===== config.mk =====
export PLATFORM = sky130hd
export DESIGN_NAME = alu_group_sequencer
export DESIGN_NICKNAME = d
export VERILOG_FILES = /design/src/rtl/alu_group_sequencer_pkg.sv /design/src/rtl/alu_mode_decode.sv /design/src/rtl/alu_group_sequencer.sv
export SDC_FILE = /design/constraint.sdc
export NUM_CORES = 1
export LEC_CHECK = 0
export ABC_AREA = 1
export CORE_UTILIZATION = 40
export CTS_CLUSTER_SIZE = 20
export DETAILED_ROUTE_END_ITERATION = 10
export PLACE_DENSITY = 0.65
export RECOVER_POWER = 50
export SYNTH_ARGS = -nofsm -noshare
export SYNTH_HDL_FRONTEND = slang
export SYNTH_SLANG_ARGS = --single-unit

===== constraint.sdc =====
create_clock -name CLK -period 1.7 [get_ports CLK]
set_clock_uncertainty 0.05 [all_clocks]
set_input_delay 0.17 -clock CLK [delete_from_list [all_inputs] [get_ports CLK]]
set_output_delay 0.17 -clock CLK [all_outputs]
set_load 0.01 [all_outputs]

===== src/rtl/alu_group_sequencer_pkg.sv =====
// Shared constants for the ALU group sequencer.
// Holds the instruction group/mode codes, ALU opcodes, operand-source and
// address-select codes, the sequencer state encoding, the one-hot phase
// patterns and the registered control bundle driven by the sequencer.
package alu_group_sequencer_pkg;

    // Instruction groups
    localparam logic [1:0] GROUP_ARITHMETIC_LOGIC = 2'b01;

    // ALU addressing modes
    localparam logic [1:0] MODE_ALU_REG_REG   = 2'd0;
    localparam logic [1:0] MODE_ALU_REG_U4    = 2'd1;
    localparam logic [1:0] MODE_ALU_REGB_U8   = 2'd2;
    localparam logic [1:0] MODE_ALU_REGA_U8RB = 2'd3;

    // ALU opcodes
    localparam logic [3:0] ALU_OPX_ADD = 4'h0;
    localparam logic [3:0] ALU_OPX_SUB = 4'h1;
    localparam logic [3:0] ALU_OPX_AND = 4'h2;
    localparam logic [3:0] ALU_OPX_OR  = 4'h3;
    localparam logic [3:0] ALU_OPX_XOR = 4'h4;
    localparam logic [3:0] ALU_OPX_MOV = 4'h5;
    localparam logic [3:0] ALU_OPX_CMP = 4'h6;

    // ALU operand sources
    localparam logic [1:0] ALUA_SRCX_NONE  = 2'd0;
    localparam logic [1:0] ALUA_SRCX_REG_A = 2'd1;

    localparam logic [2:0] ALUB_SRCX_NONE  = 3'd0;
    localparam logic [2:0] ALUB_SRCX_REG_B = 3'd1;
    localparam logic [2:0] ALUB_SRCX_U4    = 3'd2;
    localparam logic [2:0] ALUB_SRCX_U8    = 3'd3;
    localparam logic [2:0] ALUB_SRCX_U8H   = 3'd4;

    // Register-file address selects
    localparam logic [2:0] REGA_ADDRX_NONE = 3'd0;
    localparam logic [2:0] REGA_ADDRX_RA   = 3'd1;
    localparam logic [2:0] REGA_ADDRX_RB   = 3'd2;

    localparam logic [1:0] REGB_ADDRX_NONE = 2'd0;
    localparam logic [1:0] REGB_ADDRX_RB   = 2'd1;

    // Sequencer state and one-hot phase flags {fetch, decode, execute, commit}
    typedef enum logic [2:0] {
        StFetch,
        StDecode,
        StExecute,
        StWait,
        StCommit
    } seq_state_e;

    localparam logic [3:0] PhFetch   = 4'b1000;
    localparam logic [3:0] PhDecode  = 4'b0100;
    localparam logic [3:0] PhExecute = 4'b0010;
    localparam logic [3:0] PhCommit  = 4'b0001;

    // Registered register-file / ALU-source controls
    typedef struct packed {
        logic       rega_en;
        logic       regb_en;
        logic       rega_wen;
        logic       ccl_ld;
        logic [2:0] rega_addrx;
        logic [1:0] regb_addrx;
        logic [1:0] alua_srcx;
        logic [2:0] alub_srcx;
    } ctrl_t;

    function automatic logic is_alu_group(input logic [1:0] grp);
        return grp == GROUP_ARITHMETIC_LOGIC;
    endfunction

endpackage


===== src/rtl/alu_mode_decode.sv =====
// Combinational ALU-group mode/opcode decoder.
// Ports:
//   mode       - addressing mode field of the latched instruction
//   opx        - ALU opcode field of the latched instruction
//   alub_srcx  - ALU B-operand source for the mode
//   rega_addrx - port-A address select for the mode
//   regb_en    - register port B is read in EXECUTE
//   rega_wen   - result is written back in COMMIT (not for CMP_OPX)
//   ccl_ld     - condition codes are loaded in COMMIT (not for MOV)
module alu_mode_decode
    import alu_group_sequencer_pkg::*;
#(
    parameter int unsigned      OPX_W   = 4,
    parameter logic [OPX_W-1:0] CMP_OPX = OPX_W'(ALU_OPX_CMP)
) (
    input  logic [1:0]       mode,
    input  logic [OPX_W-1:0] opx,
    output logic [2:0]       alub_srcx,
    output logic [2:0]       rega_addrx,
    output logic             regb_en,
    output logic             rega_wen,
    output logic             ccl_ld
);

    always_comb begin
        alub_srcx  = ALUB_SRCX_NONE;
        rega_addrx = REGA_ADDRX_RA;
        regb_en    = 1'b0;
        unique case (mode)
            MODE_ALU_REG_REG: begin
                regb_en   = 1'b1;
                alub_srcx = ALUB_SRCX_REG_B;
            end
            MODE_ALU_REG_U4: begin
                alub_srcx = ALUB_SRCX_U4;
            end
            MODE_ALU_REGB_U8: begin
                // The 8-bit immediate spans both arg fields, so port A uses RB.
                alub_srcx  = ALUB_SRCX_U8;
                rega_addrx = REGA_ADDRX_RB;
            end
            MODE_ALU_REGA_U8RB: begin
                regb_en   = 1'b1;
                alub_srcx = ALUB_SRCX_U8H;
            end
            default: ;
        endcase
    end

    assign rega_wen = (opx != CMP_OPX);
    assign ccl_ld   = (opx != OPX_W'(ALU_OPX_MOV));

endmodule


===== src/rtl/alu_group_sequencer.sv =====
// ALU group sequencer: FETCH/DECODE/EXECUTE/[WAIT]/COMMIT phase sequencer
// that accepts instructions over a valid/ready handshake and drives the
// register-file, ALU-source and condition-code controls.
// Ports:
//   CLK, RESET          - clock, asynchronous active-high reset
//   INSTRUCTION         - {group[2], opx[OPX_W], mode[2], argA[ARG_W], argB[ARG_W]}
//   INSTR_VALID/READY   - instruction handshake
//   STALL               - freezes state and outputs, forces INSTR_READY low
//   ALU_BUSY            - ALU still computing (multicycle build only)
//   FETCH..COMMIT       - one-hot phase flags (EXECUTE stays high in WAIT)
//   REGA_*/REGB_*       - register-file controls; REGB_WEN is always 0
//   ALU_OPX, ALUA_SRCX, ALUB_SRCX, CCL_LD - ALU controls
//   ARGA_X, ARGB_X      - argument fields of the last legal instruction
//   ILLEGAL             - pulse in DECODE when the word is not an ALU-group word
//   TIMEOUT             - pulse after an aborted ALU wait
// Build option: define ALU_MULTICYCLE_EN to add the ALU_BUSY wait state with
// a MAX_WAIT abort; without it ALU_BUSY is ignored and TIMEOUT stays 0.
module alu_group_sequencer
    import alu_group_sequencer_pkg::*;
#(
    parameter int unsigned      OPX_W    = 4,
    parameter int unsigned      ARG_W    = 4,
    parameter logic [OPX_W-1:0] CMP_OPX  = OPX_W'(ALU_OPX_CMP),
    parameter int unsigned      MAX_WAIT = 15
) (
    input  logic                          CLK,
    input  logic                          RESET,
    input  logic [2+OPX_W+2+2*ARG_W-1:0]  INSTRUCTION,
    input  logic                          INSTR_VALID,
    output logic                          INSTR_READY,
    input  logic                          STALL,
    input  logic                          ALU_BUSY,
    output logic                          FETCH,
    output logic                          DECODE,
    output logic                          EXECUTE,
    output logic                          COMMIT,
    output logic                          REGA_EN,
    output logic                          REGB_EN,
    output logic                          REGA_WEN,
    output logic                          REGB_WEN,
    output logic [2:0]                    REGA_ADDRX,
    output logic [1:0]                    REGB_ADDRX,
    output logic [OPX_W-1:0]              ALU_OPX,
    output logic [1:0]                    ALUA_SRCX,
    output logic [2:0]                    ALUB_SRCX,
    output logic                          CCL_LD,
    output logic [ARG_W-1:0]              ARGA_X,
    output logic [ARG_W-1:0]              ARGB_X,
    output logic                          ILLEGAL,
    output logic                          TIMEOUT
);

    localparam int unsigned INSTR_W = 2 + OPX_W + 2 + 2 * ARG_W;

    seq_state_e         state_q;
    logic [3:0]         phase_q;
    logic [INSTR_W-1:0] instr_q;
    ctrl_t              ctrl_q;
    logic [OPX_W-1:0]   alu_opx_q;
    logic [ARG_W-1:0]   arga_q, argb_q;
    logic               wen_pend_q, ccl_pend_q;
    logic               illegal_q, timeout_q;

    // Fields of the latched word
    logic [1:0]       grp, mode;
    logic [OPX_W-1:0] opx;
    logic [ARG_W-1:0] arga, argb;

    assign grp  = instr_q[INSTR_W-1 -: 2];
    assign opx  = instr_q[INSTR_W-3 -: OPX_W];
    assign mode = instr_q[2*ARG_W+1 -: 2];
    assign arga = instr_q[2*ARG_W-1 -: ARG_W];
    assign argb = instr_q[ARG_W-1:0];

    logic [2:0] dec_alub_srcx, dec_rega_addrx;
    logic       dec_regb_en, dec_rega_wen, dec_ccl_ld;

    alu_mode_decode #(
        .OPX_W   (OPX_W),
        .CMP_OPX (CMP_OPX)
    ) u_mode_decode (
        .mode       (mode),
        .opx        (opx),
        .alub_srcx  (dec_alub_srcx),
        .rega_addrx (dec_rega_addrx),
        .regb_en    (dec_regb_en),
        .rega_wen   (dec_rega_wen),
        .ccl_ld     (dec_ccl_ld)
    );

    logic busy, wait_done;

`ifdef ALU_MULTICYCLE_EN
    localparam int unsigned CNT_W = $clog2(MAX_WAIT + 1);
    logic [CNT_W-1:0] wait_cnt_q;

    assign busy      = ALU_BUSY;
    assign wait_done = (wait_cnt_q == CNT_W'(MAX_WAIT));
`else
    logic unused_cfg;

    assign busy       = 1'b0;
    assign wait_done  = 1'b0;
    assign unused_cfg = ALU_BUSY | (MAX_WAIT == 0);
`endif

    always_ff @(posedge CLK or posedge RESET) begin
        if (RESET) begin
            state_q    <= StFetch;
            phase_q    <= PhFetch;
            instr_q    <= '0;
            ctrl_q     <= '0;
            alu_opx_q  <= '0;
            arga_q     <= '0;
            argb_q     <= '0;
            wen_pend_q <= 1'b0;
            ccl_pend_q <= 1'b0;
            illegal_q  <= 1'b0;
            timeout_q  <= 1'b0;
`ifdef ALU_MULTICYCLE_EN
            wait_cnt_q <= '0;
`endif
        end else if (!STALL) begin
            illegal_q <= 1'b0;
            timeout_q <= 1'b0;
`ifdef ALU_MULTICYCLE_EN
            // Counts WAIT cycles; any other state leaves it cleared for the next wait.
            wait_cnt_q <= (state_q == StWait) ? wait_cnt_q + CNT_W'(1) : '0;
`endif
            unique case (state_q)
                StFetch: begin
                    if (INSTR_VALID) begin
                        instr_q   <= INSTRUCTION;
                        // Flag the group at acceptance so ILLEGAL lines up with DECODE.
                        illegal_q <= !is_alu_group(INSTRUCTION[INSTR_W-1 -: 2]);
                        state_q   <= StDecode;
                        phase_q   <= PhDecode;
                    end
                end
                StDecode: begin
                    if (is_alu_group(grp)) begin
                        state_q           <= StExecute;
                        phase_q           <= PhExecute;
                        ctrl_q.rega_en    <= 1'b1;
                        ctrl_q.regb_en    <= dec_regb_en;
                        ctrl_q.rega_wen   <= 1'b0;
                        ctrl_q.ccl_ld     <= 1'b0;
                        ctrl_q.rega_addrx <= dec_rega_addrx;
                        ctrl_q.regb_addrx <= dec_regb_en ? REGB_ADDRX_RB : REGB_ADDRX_NONE;
                        ctrl_q.alua_srcx  <= ALUA_SRCX_REG_A;
                        ctrl_q.alub_srcx  <= dec_alub_srcx;
                        alu_opx_q         <= opx;
                        arga_q            <= arga;
                        argb_q            <= argb;
                        wen_pend_q        <= dec_rega_wen;
                        ccl_pend_q        <= dec_ccl_ld;
                    end else begin
                        state_q <= StFetch;
                        phase_q <= PhFetch;
                    end
                end
                StExecute, StWait: begin
                    if (!busy) begin
                        state_q           <= StCommit;
                        phase_q           <= PhCommit;
                        ctrl_q.regb_en    <= 1'b0;
                        ctrl_q.regb_addrx <= REGB_ADDRX_NONE;
                        ctrl_q.rega_wen   <= wen_pend_q;
                        ctrl_q.ccl_ld     <= ccl_pend_q;
                    end else if (state_q == StWait && wait_done) begin
                        state_q   <= StFetch;
                        phase_q   <= PhFetch;
                        ctrl_q    <= '0;
                        alu_opx_q <= '0;
                        timeout_q <= 1'b1;
                    end else begin
                        state_q <= StWait;
                    end
                end
                StCommit: begin
                    state_q   <= StFetch;
                    phase_q   <= PhFetch;
                    ctrl_q    <= '0;
                    alu_opx_q <= '0;
                end
                default: begin
                    state_q   <= StFetch;
                    phase_q   <= PhFetch;
                    ctrl_q    <= '0;
                    alu_opx_q <= '0;
                end
            endcase
        end
    end

    // Ready is the registered FETCH phase, gated so a stall can never accept.
    assign INSTR_READY = phase_q[3] & ~STALL;
    assign FETCH       = phase_q[3];
    assign DECODE      = phase_q[2];
    assign EXECUTE     = phase_q[1];
    assign COMMIT      = phase_q[0];
    assign REGA_EN     = ctrl_q.rega_en;
    assign REGB_EN     = ctrl_q.regb_en;
    assign REGA_WEN    = ctrl_q.rega_wen;
    assign REGB_WEN    = 1'b0;
    assign REGA_ADDRX  = ctrl_q.rega_addrx;
    assign REGB_ADDRX  = ctrl_q.regb_addrx;
    assign ALU_OPX     = alu_opx_q;
    assign ALUA_SRCX   = ctrl_q.alua_srcx;
    assign ALUB_SRCX   = ctrl_q.alub_srcx;
    assign CCL_LD      = ctrl_q.ccl_ld;
    assign ARGA_X      = arga_q;
    assign ARGB_X      = argb_q;
    assign ILLEGAL     = illegal_q;
    assign TIMEOUT     = timeout_q;

endmodule


==> results of run 1 <==
## layer usage
layer | GRT usage [%] | up-vias | part of all wire, %
met5 | 0 | - | 0
met4 | 6.29 | 0 | 1.4
met3 | 2.95 | 5 | 3.0
met2 | 25.1 | 30 | 48
met1 | 20.2 | 708 | 48
li1 | - | 839 | -
## cells in the mapped netlist
master                     count  area [um2]
sky130_fd_sc_hd__nand2_1      79         297
sky130_fd_sc_hd__dfrtp_1      43        1080
sky130_fd_sc_hd__inv_1        30         113
sky130_fd_sc_hd__nand3_1      23         115
sky130_fd_sc_hd__nor2_1       13        48.8
sky130_fd_sc_hd__o21ai_2      13         114
sky130_fd_sc_hd__buf_4         8        60.1
sky130_fd_sc_hd__buf_6         4        45.0
sky130_fd_sc_hd__inv_2         4        15.0
sky130_fd_sc_hd__ha_1          3        37.5
sky130_fd_sc_hd__nand4_1       3        18.8
sky130_fd_sc_hd__o21ai_0       3        15.0
sky130_fd_sc_hd__o21ai_1       3        15.0
sky130_fd_sc_hd__buf_2         2        10.0
sky130_fd_sc_hd__nand2_4       2        22.5
sky130_fd_sc_hd__nor2_4        2        22.5
sky130_fd_sc_hd__a21boi_0      1        7.51
sky130_fd_sc_hd__a21oi_1       1        5.00
sky130_fd_sc_hd__conb_1        1        3.75
sky130_fd_sc_hd__dfstp_2       1        26.3
sky130_fd_sc_hd__inv_4         1        6.26
sky130_fd_sc_hd__nand2_2       1        6.26
sky130_fd_sc_hd__nand3_4       1        17.5
sky130_fd_sc_hd__nand4_4       1        21.3
sky130_fd_sc_hd__nor2_2        1        6.26
## registers in the layout, summed over array words and instances (netlist names)
signal,count
instr_q,16
ALU_OPX,4
ARGA_X,4
ARGB_X,4
ALUB_SRCX,3
REGA_ADDRX,2
phase_q,2
state_q,2
ALUA_SRCX,1
CCL_LD,1
ILLEGAL,1
REGA_WEN,1
REGB_ADDRX,1
ccl_pend_q,1
wen_pend_q,1
## layout make-up
class | count | area share (%)
multi-input combinational | 155 | 27.7
clock inverter | 2 | 0.559
sequential | 44 | 41.0
timing repair buffer | 54 | 19.4
clock buffer | 6 | 3.07
inverter | 35 | 4.98
tap | 70 | 3.26
## through the flow
stage	power, W	hold slack (ns)	util [%]	setup WS, ns	area [um2]
CTS	0.00422	0.175	54.0	0.0828	2760
detailed placement	0.00353	0.408	52.1	0.249	2660
finish	0.00406	0.357	52.6	0.110	2690
floorplan	0.00282	0.237	-	0.450	2140
global route	0.00439	0.383	52.6	0.0788	2690
global placement	0.00347	0.406	52.1	0.259	2660
## report_power, final
group	internal, W	total (W)	switching (W)
Clock	0.000329	0.000684	0.000356
Sequential	0.00147	0.00176	0.000283
Combinational	0.000769	0.00162	0.000854
Total	0.00257	0.00406	0.00149
## tightest hold or removal path: stages
cell and delay (ns):
sky130_fd_sc_hd__clkdlybuf4s50_1 0.39, sky130_fd_sc_hd__inv_1 0.05, sky130_fd_sc_hd__o21ai_1 0.06
## repair_timing
item / 4_1_cts / 5_1_grt
hold buffers: 0 / 0
setup endpoints to repair: 1 / 0
gates resized for setup: 1 / 0
endpoints found under the hold margin: 0 / 0
## cell families after synthesis
kind of cell,after synthesis,share of synthesized area (%)
simple gates,126,27.1
compound gates,21,7.36
other cells,1,0.177
fa+ha+maj,3,1.77
flops,44,51.9
buf+inv,49,11.7
## worst max path at each step
stage,startpoint,slack [ns],cells past startpoint,to
3_5_place_dp,STALL,0.25,7,phase_q[0]$_DFFE_PP0P_
3_3_place_gp,STALL,0.26,3,INSTR_READY
2_1_floorplan,RESET,0.45,1,ALUA_SRCX[0]$_DFFE_PP0P_
6_report,phase_q[3]$_DFFE_PP1P_,0.11,1,FETCH
4_1_cts,state_q[0]$_DFFE_PP0P_,0.08,1,DECODE
5_1_grt,phase_q[3]$_DFFE_PP1P_,0.08,1,FETCH
==> flow_metrics.tcl, run 1 <==
set metrics [dict create \
    start_util_pct 41.6 \
    die_area_um2 5610 \
    path_cells "clkdlybuf4s50_1" \
    timing.fmax_ghz 0.629 \
    worst_path_dominant_cell_family "flip-flops" \
    num_antenna_cells 0 \
    max-clock-path-buffers 2 \
    area_growth_pct 26.4 \
    cts_sinks 44 \
    clock_latency_ns 0.30 \
    ys_seq_elements 44 \
    cap_viol_max_count 0 \
    synth_area_per_cell_um2 8.71 \
    layout.area.seq_um2 1100 \
    wl_per_cell_um 10.6 \
    final-hold-violation-count 0 \
    arrival_time_of_the_worst_setup_path_ns 1.37 \
    n_fill_cell 521 \
    measured_slew_at_the_worst_slew_check_pin_ns 1.05 \
    drc_errors 0 \
    global_route.usage.total_pct 15.4 \
    cts-buffers-inserted 5 \
    grt_max_degree 45 \
    floorplan.io_pins 55 \
    core-area_um2 5110 \
    worst_path_largest_cell_delay_ns 0.55 \
    detail_route.iter0.violations 105 \
    share_of_final_layout_standard_cells_stronger_than_drive_strength_1_pct 10.8 \
    antenna_violating_nets_post_route 0 \
    whs_path_depth 3 \
    cp.required_ns 1.48 \
    capture_endpoint_of_the_worst_hold_path "instr_q[11]$_DFFE_PP0P_" \
    count_of_non_filler_cells_in_the_finished_layout 366 \
    startpoint_of_the_worst_register_to_register_path "state_q[0]$_DFFE_PP0P_" \
    cp_max_fo 3 \
    rsz_0062_raised_after_global_routing "no" \
    synthesis.yosys.warnings 0 \
    slew_viol_final 0 \
    clk_pin_slew_worst_paths_ns 0.08 \
    number_of_nets_in_the_final_layout 319 \
    wl_um 3880 \
    number_of_global_route_vias_before_repair 1430 \
    place_congestion 0.776 \
    grt_first_pass_wirelength_um 6390 \
    die_height_um 74.9 \
    worstSetupPathType "flip-flop to output pin" \
    layout_common_cells "sky130_fd_sc_hd__nand2_1 (81), sky130_fd_sc_hd__clkdlybuf4s50_1 (45), sky130_fd_sc_hd__dfrtp_1 (43), sky130_fd_sc_hd__inv_1 (30), sky130_fd_sc_hd__nand3_1 (23)" \
    setup_total_negative_slack_ns 0 \
    mostFrequentLayoutCell "sky130_fd_sc_hd__nand2_1" \
    timing.reg2reg.setup_slack_ns 0.22 \
    detail_route.vias_per_cell 4.32 \
    dp_cells 358 \
    placementRows 26 \
    setup_viol 0 \
    port_buffers 48 \
    global_route.overflow_total 0 \
    timing.hold.worst.start "INSTRUCTION[11]" \
    detailedRoute.firstPassIterationCount 4 \
    powerDensity_nw_per_um2 1510 \
    cp_bufs_invs 1 \
    antenna_found_initial 0 \
    h-tree-depth 2 \
    synthDistinctLibCells 25 \
    ir_worst_vdd_mv 0.509 \
    status "finished, final reports clean" \
    post_synth_instance_area_um2 2120 \
    fin_crit_sh_pct 93.5 \
    worst_slew_margin_rel_pct 30.2 \
    worst_r2r_dst "instr_q[9]$_DFFE_PP0P_" \
    dpl.hpwl_um 2860 \
    sequential_area_share_after_synthesis_pct 51.9 \
    kind_of_end_point_of_the_critical_path "output pin" \
    cp-start-kind "flip-flop" \
    p_leak_nw 1.39 \
    critical_path.slowest_cell "sky130_fd_sc_hd__dfstp_2" \
    multiInputGateArea_um2 743 \
    netlist_instances 244 \
    post-cts-setup-buffer-count 0 \
    cts_tree "built" \
    dr_total_vias 1582 \
    die-width_um 74.9 \
    cts.root.buffer_cell "sky130_fd_sc_hd__clkbuf_8" \
    reg2regPathDepth 5 \
    hp-class "input port to flip-flop" \
    min_period_ns 1.59 \
]
(Power assumes the default switching activity.)
==> inputs of run 2 (changes only) <==
CORE_ASPECT_RATIO = 1.2   (was default)
==> run 2 against run 1 <==
Non-clock buffer count decreased by 1. Worst setup slack got worse by 0.0072 ns. Count of clock-buffer cells in the layout increased by 1. Clock power decreased by 8.2%. Final cell count decreased by 3.0%. Sequential cell count unchanged. Combinational power about the same. Worst hold slack improved by 0.0052 ns. Sequential share of layout area increased by 0.50 points. First-iteration DRC count decreased by 16%. Global-route usage increased by 1.6 points.
==> flow_metrics.tcl, run 2 (synthesized netlist as in run 1, its figures left out) <==
set metrics [dict create \
    global_route.overflow_total 0 \
    area_growth_pct 24.9 \
    mostFrequentLayoutCell "sky130_fd_sc_hd__nand2_1" \
    worst_path_largest_cell_delay_ns 0.55 \
    max-clock-path-buffers 2 \
    cts-buffers-inserted 5 \
    slew_viol_final 0 \
    cp.required_ns 1.48 \
    cp_bufs_invs 1 \
    worst_slew_margin_rel_pct 27.8 \
    cp_max_fo 3 \
    largest-register "instr_q" \
    arrival_time_of_the_worst_setup_path_ns 1.38 \
    cts_sinks 44 \
    floorplan.io_pins 55 \
    die_height_um 81.8 \
    dpl.hpwl_um 2850 \
    grt_first_pass_wirelength_um 6830 \
    num_antenna_cells 0 \
    final-hold-violation-count 0 \
    place_congestion 0.767 \
    critical_path.slowest_cell "sky130_fd_sc_hd__dfstp_2" \
    measured_slew_at_the_worst_slew_check_pin_ns 1.08 \
    worst_path_dominant_cell_family "flip-flops" \
    setup_viol 0 \
    powerDensity_nw_per_um2 1510 \
    timing.hold.ws_ns 0.362 \
    antenna_violating_nets_post_route 0 \
    h-tree-depth 2 \
    core-area_um2 5010 \
    detail_route.iter0.violations 88 \
    drc_errors 0 \
    antenna_found_initial 0 \
    timing.fmax_ghz 0.626 \
    die-width_um 68.5 \
    status "finished, final reports clean" \
    detail_route.vias_per_cell 4.54 \
    wl_per_cell_um 11.1 \
    cap_viol_max_count 0 \
    cts.root.buffer_cell "sky130_fd_sc_hd__clkbuf_8" \
    rsz_0062_raised_after_global_routing "no" \
    postLayoutCoreUtil_pct 53.0 \
    cts_tree "built" \
    hp-class "input port to flip-flop" \
    setup_total_negative_slack_ns 0 \
    p_leak_nw 1.38 \
    detailedRoute.firstPassIterationCount 4 \
    placementRows 28 \
    worstSetupPathType "flip-flop to output pin" \
    cp-start-kind "flip-flop" \
    dr_total_vias 1613 \
    share_of_final_layout_standard_cells_stronger_than_drive_strength_1_pct 9.49 \
    finalInstanceArea_um2 2650 \
    min_period_ns 1.60 \
    kind_of_end_point_of_the_critical_path "output pin" \
    number_of_global_route_vias_before_repair 1511 \
    postCtsResizedCells 1 \
    post-cts-setup-buffer-count 0 \
    postPlaceCellArea_um2 2640 \
    grt_max_degree 45 \
    cts_hold_buffers 0 \
    largest_register_ff_count 16 \
    ir_worst_vdd_mv 0.542 \
    number_of_nets_in_the_final_layout 318 \
    port_buffers 48 \
    die_area_um2 5610 \
    start_util_pct 42.4 \
    clk_pin_slew_worst_paths_ns 0.08 \
    path_cells "clkdlybuf4s50_1" \
    global_route.usage.total_pct 17.0 \
    wl_um 3930 \
    clock_latency_ns 0.30 \
    fin_crit_sh_pct 94.0 \
    layout_common_cells "sky130_fd_sc_hd__nand2_1 (79), sky130_fd_sc_hd__clkdlybuf4s50_1 (46), sky130_fd_sc_hd__dfrtp_1 (43), sky130_fd_sc_hd__inv_1 (29), sky130_fd_sc_hd__nand3_1 (23)" \
]
## run 2: power breakdown
part           total (W)  switching (W)  internal [W]
clock network   0.000628       0.000339      0.000289
logic            0.00162       0.000861      0.000763
registers        0.00174       0.000269       0.00147
## run 2: final timing paths
kind / start / endpoint / slack, ns / cells past startpoint
min: INSTRUCTION[11] / instr_q[11]$_DFFE_PP0P_ / 0.36 / 3
max: phase_q[3]$_DFFE_PP1P_ / FETCH / 0.10 / 1
max in group asynchronous: RESET / instr_q[14]$_DFFE_PP0P_ / 0.33 / 3
min in group asynchronous: RESET / ARGA_X[2]$_DFFE_PP0P_ / 0.61 / 3
max reg2reg: state_q[0]$_DFFE_PP0P_ / instr_q[2]$_DFFE_PP0P_ / 0.24 / 5
min reg2reg: CCL_LD$_DFFE_PP0P_ / CCL_LD$_DFFE_PP0P_ / 0.42 / 2
## run 2: cell type report
type / instances / area, um2
clock buffer: 7 / 76.3
clock inverter: 1 / 5.00
fill: 517 / 2360
inverter: 35 / 134
multi-input combinational: 155 / 751
sequential: 44 / 1100
tap: 60 / 75.1
timing repair buffer: 53 / 510
## run 2: through the flow
step	total power [W]	setup slack [ns]	std cells
6_report	0.00400	0.103	355
5_1_grt	0.00434	0.0625	355
3_5_place_dp	0.00351	0.237	347
4_1_cts	0.00414	0.0869	355
2_1_floorplan	0.00282	0.450	248
3_3_place_gp	0.00346	0.243	347
## run 2: routing by layer
layer / wire length, um / track usage (%) / up-vias
met3: 122 / 3.75 / 8
li1: - / - / 835
met4: 91 / 8.75 / 0
met5: 0 / 0 / -
met1: 1820 / 21.0 / 738
met2: 1900 / 27.4 / 32
==> inputs of run 3 (changes only) <==
HOLD_SLACK_MARGIN = 0.1   (was default)
clock period = 1.5 ns   (was 1.7 ns; I/O delays follow)
==> run 3 against run 2 <==
Critical endpoint is now COMMIT. Die area stayed put. Largest cell class unchanged. Via count is 1.2% higher. Highest routed layer unchanged. Worst setup slack got worse by 0.046 ns.
==> flow_metrics.tcl, run 3 (synthesized netlist as in run 1, its figures left out) <==
set metrics [dict create \
    critical_path.slowest_cell "sky130_fd_sc_hd__clkdlybuf4s50_1" \
    cts.root.buffer_cell "sky130_fd_sc_hd__clkbuf_8" \
    clk_pin_slew_worst_paths_ns 0.08 \
    dp_cells 350 \
    hp-class "input port to flip-flop" \
    cts-buffers-inserted 5 \
    worstSetupPathType "flip-flop to output pin" \
    grt_max_degree 45 \
    place_congestion 0.754 \
    antenna_found_initial 0 \
    start_util_pct 42.4 \
    num_antenna_cells 0 \
    number_of_global_route_vias_before_repair 1437 \
    detail_route.iter0.violations 78 \
    worst_path_dominant_cell_family "buffers and inverters" \
    slew_viol_final 0 \
    core-area_um2 5010 \
    path_cells "clkdlybuf4s50_1" \
    count_of_non_filler_cells_in_the_finished_layout 359 \
    dr_total_vias 1633 \
    dpl.hpwl_um 2870 \
    grt_first_pass_wirelength_um 6520 \
    clock_latency_ns 0.29 \
    largest_register_ff_count 16 \
    setup_viol 0 \
    ir_worst_vdd_mv 0.703 \
    cap_viol_max_count 0 \
    max-clock-path-buffers 2 \
    cp_bufs_invs 1 \
    antenna_violating_nets_post_route 0 \
    postLayoutCoreUtil_pct 54.3 \
    setup_total_negative_slack_ns 0 \
    cts_hold_buffers 0 \
    cp.required_ns 1.30 \
    die_height_um 81.8 \
    measured_slew_at_the_worst_slew_check_pin_ns 0.961 \
    die_area_um2 5610 \
    h-tree-depth 2 \
    kind_of_end_point_of_the_critical_path "output pin" \
    fin_crit_sh_pct 96.2 \
    timing.fmax_ghz 0.693 \
    largest-register "instr_q" \
    final-hold-violation-count 0 \
    cp-start-kind "flip-flop" \
    share_of_final_layout_standard_cells_stronger_than_drive_strength_1_pct 14.4 \
    number_of_nets_in_the_final_layout 323 \
    global_route.usage.total_pct 16.2 \
    rsz_0062_raised_after_global_routing "no" \
    cp_max_fo 4 \
    die-width_um 68.5 \
    mostFrequentLayoutCell "sky130_fd_sc_hd__nand2_1" \
    cts_sinks 44 \
    detail_route.vias_per_cell 4.55 \
    status "finished, final reports clean" \
    drc_errors 0 \
    placementRows 28 \
    wl_per_cell_um 10.9 \
    global_route.overflow_total 0 \
    wl_um 3910 \
    port_buffers 48 \
    p_leak_nw 1.42 \
    detailedRoute.firstPassIterationCount 4 \
    arrival_time_of_the_worst_setup_path_ns 1.24 \
    floorplan.io_pins 55 \
    min_period_ns 1.44 \
    layout_common_cells "sky130_fd_sc_hd__nand2_1 (79), sky130_fd_sc_hd__clkdlybuf4s50_1 (45), sky130_fd_sc_hd__dfrtp_1 (41), sky130_fd_sc_hd__inv_1 (30), sky130_fd_sc_hd__nand3_1 (23)" \
    cts_tree "built" \
    worst_slew_margin_rel_pct 35.9 \
    area_growth_pct 28.2 \
    worst_path_largest_cell_delay_ns 0.54 \
    powerDensity_nw_per_um2 1700 \
]
run 3: power by group:
part / switching (W) / internal, W / total [W]
clock: 0.000374 / 0.000317 / 0.000691
sequential: 0.000294 / 0.00167 / 0.00197
combinational: 0.00102 / 0.000932 / 0.00196
run 3: per-stage QoR:
step           total power [W]  setup slack [ns]  hold WS, ns  area (um2)
6_report               0.00462            0.0569        0.349        2720
3_5_place_dp           0.00400            0.0204        0.409        2670
5_1_grt                0.00501            0.0150        0.346        2720
3_3_place_gp           0.00395            0.0500        0.406        2670
2_1_floorplan          0.00320             0.250        0.217        2140
4_1_cts                0.00471           0.00294        0.149        2750
run 3: timing repair:
item	4_1_cts	5_1_grt
gates resized for setup	4	1
endpoints found under the setup margin	4	2
pin swaps	0	0
hold endpoints to repair	0	0
buffers inserted	1	1
run 3: path summary, 6_finish.rpt:
path | from | to | slack, ns | depth (start not counted)
worst max register to register | phase_q[0]$_DFFE_PP0P_ | instr_q[5]$_DFFE_PP0P_ | 0.09 | 6
min in group asynchronous | RESET | REGA_ADDRX[1]$_DFFE_PP0P_ | 0.41 | 3
worst max-delay path | phase_q[0]$_DFFE_PP0P_ | COMMIT | 0.06 | 1
max in group asynchronous | RESET | phase_q[0]$_DFFE_PP0P_ | 0.33 | 3
worst min register to register | ALUB_SRCX[1]$_DFFE_PP0P_ | ALUB_SRCX[1]$_DFFE_PP0P_ | 0.43 | 2
worst min-delay path | INSTRUCTION[10] | instr_q[10]$_DFFE_PP0P_ | 0.35 | 3
run 3: layout make-up:
class	instances	area, um2
Clock buffer	6	72.6
Clock inverter	1	5.00
Fill cell	497	2290
Inverter	35	134
Multi-Input combinational cell	155	768
Sequential cell	44	1100
Tap cell	60	75.1
Timing Repair Buffer	58	563
run 3: layer usage:
metal	track usage, %	vias up	share of wire (%)	routed length [um]
met1	20.3	738	45	1770
met3	3.33	6	3.9	152
li1	-	848	-	-
met2	26.3	41	49	1910
met5	0	-	0	0
met4	7.50	0	1.9	76
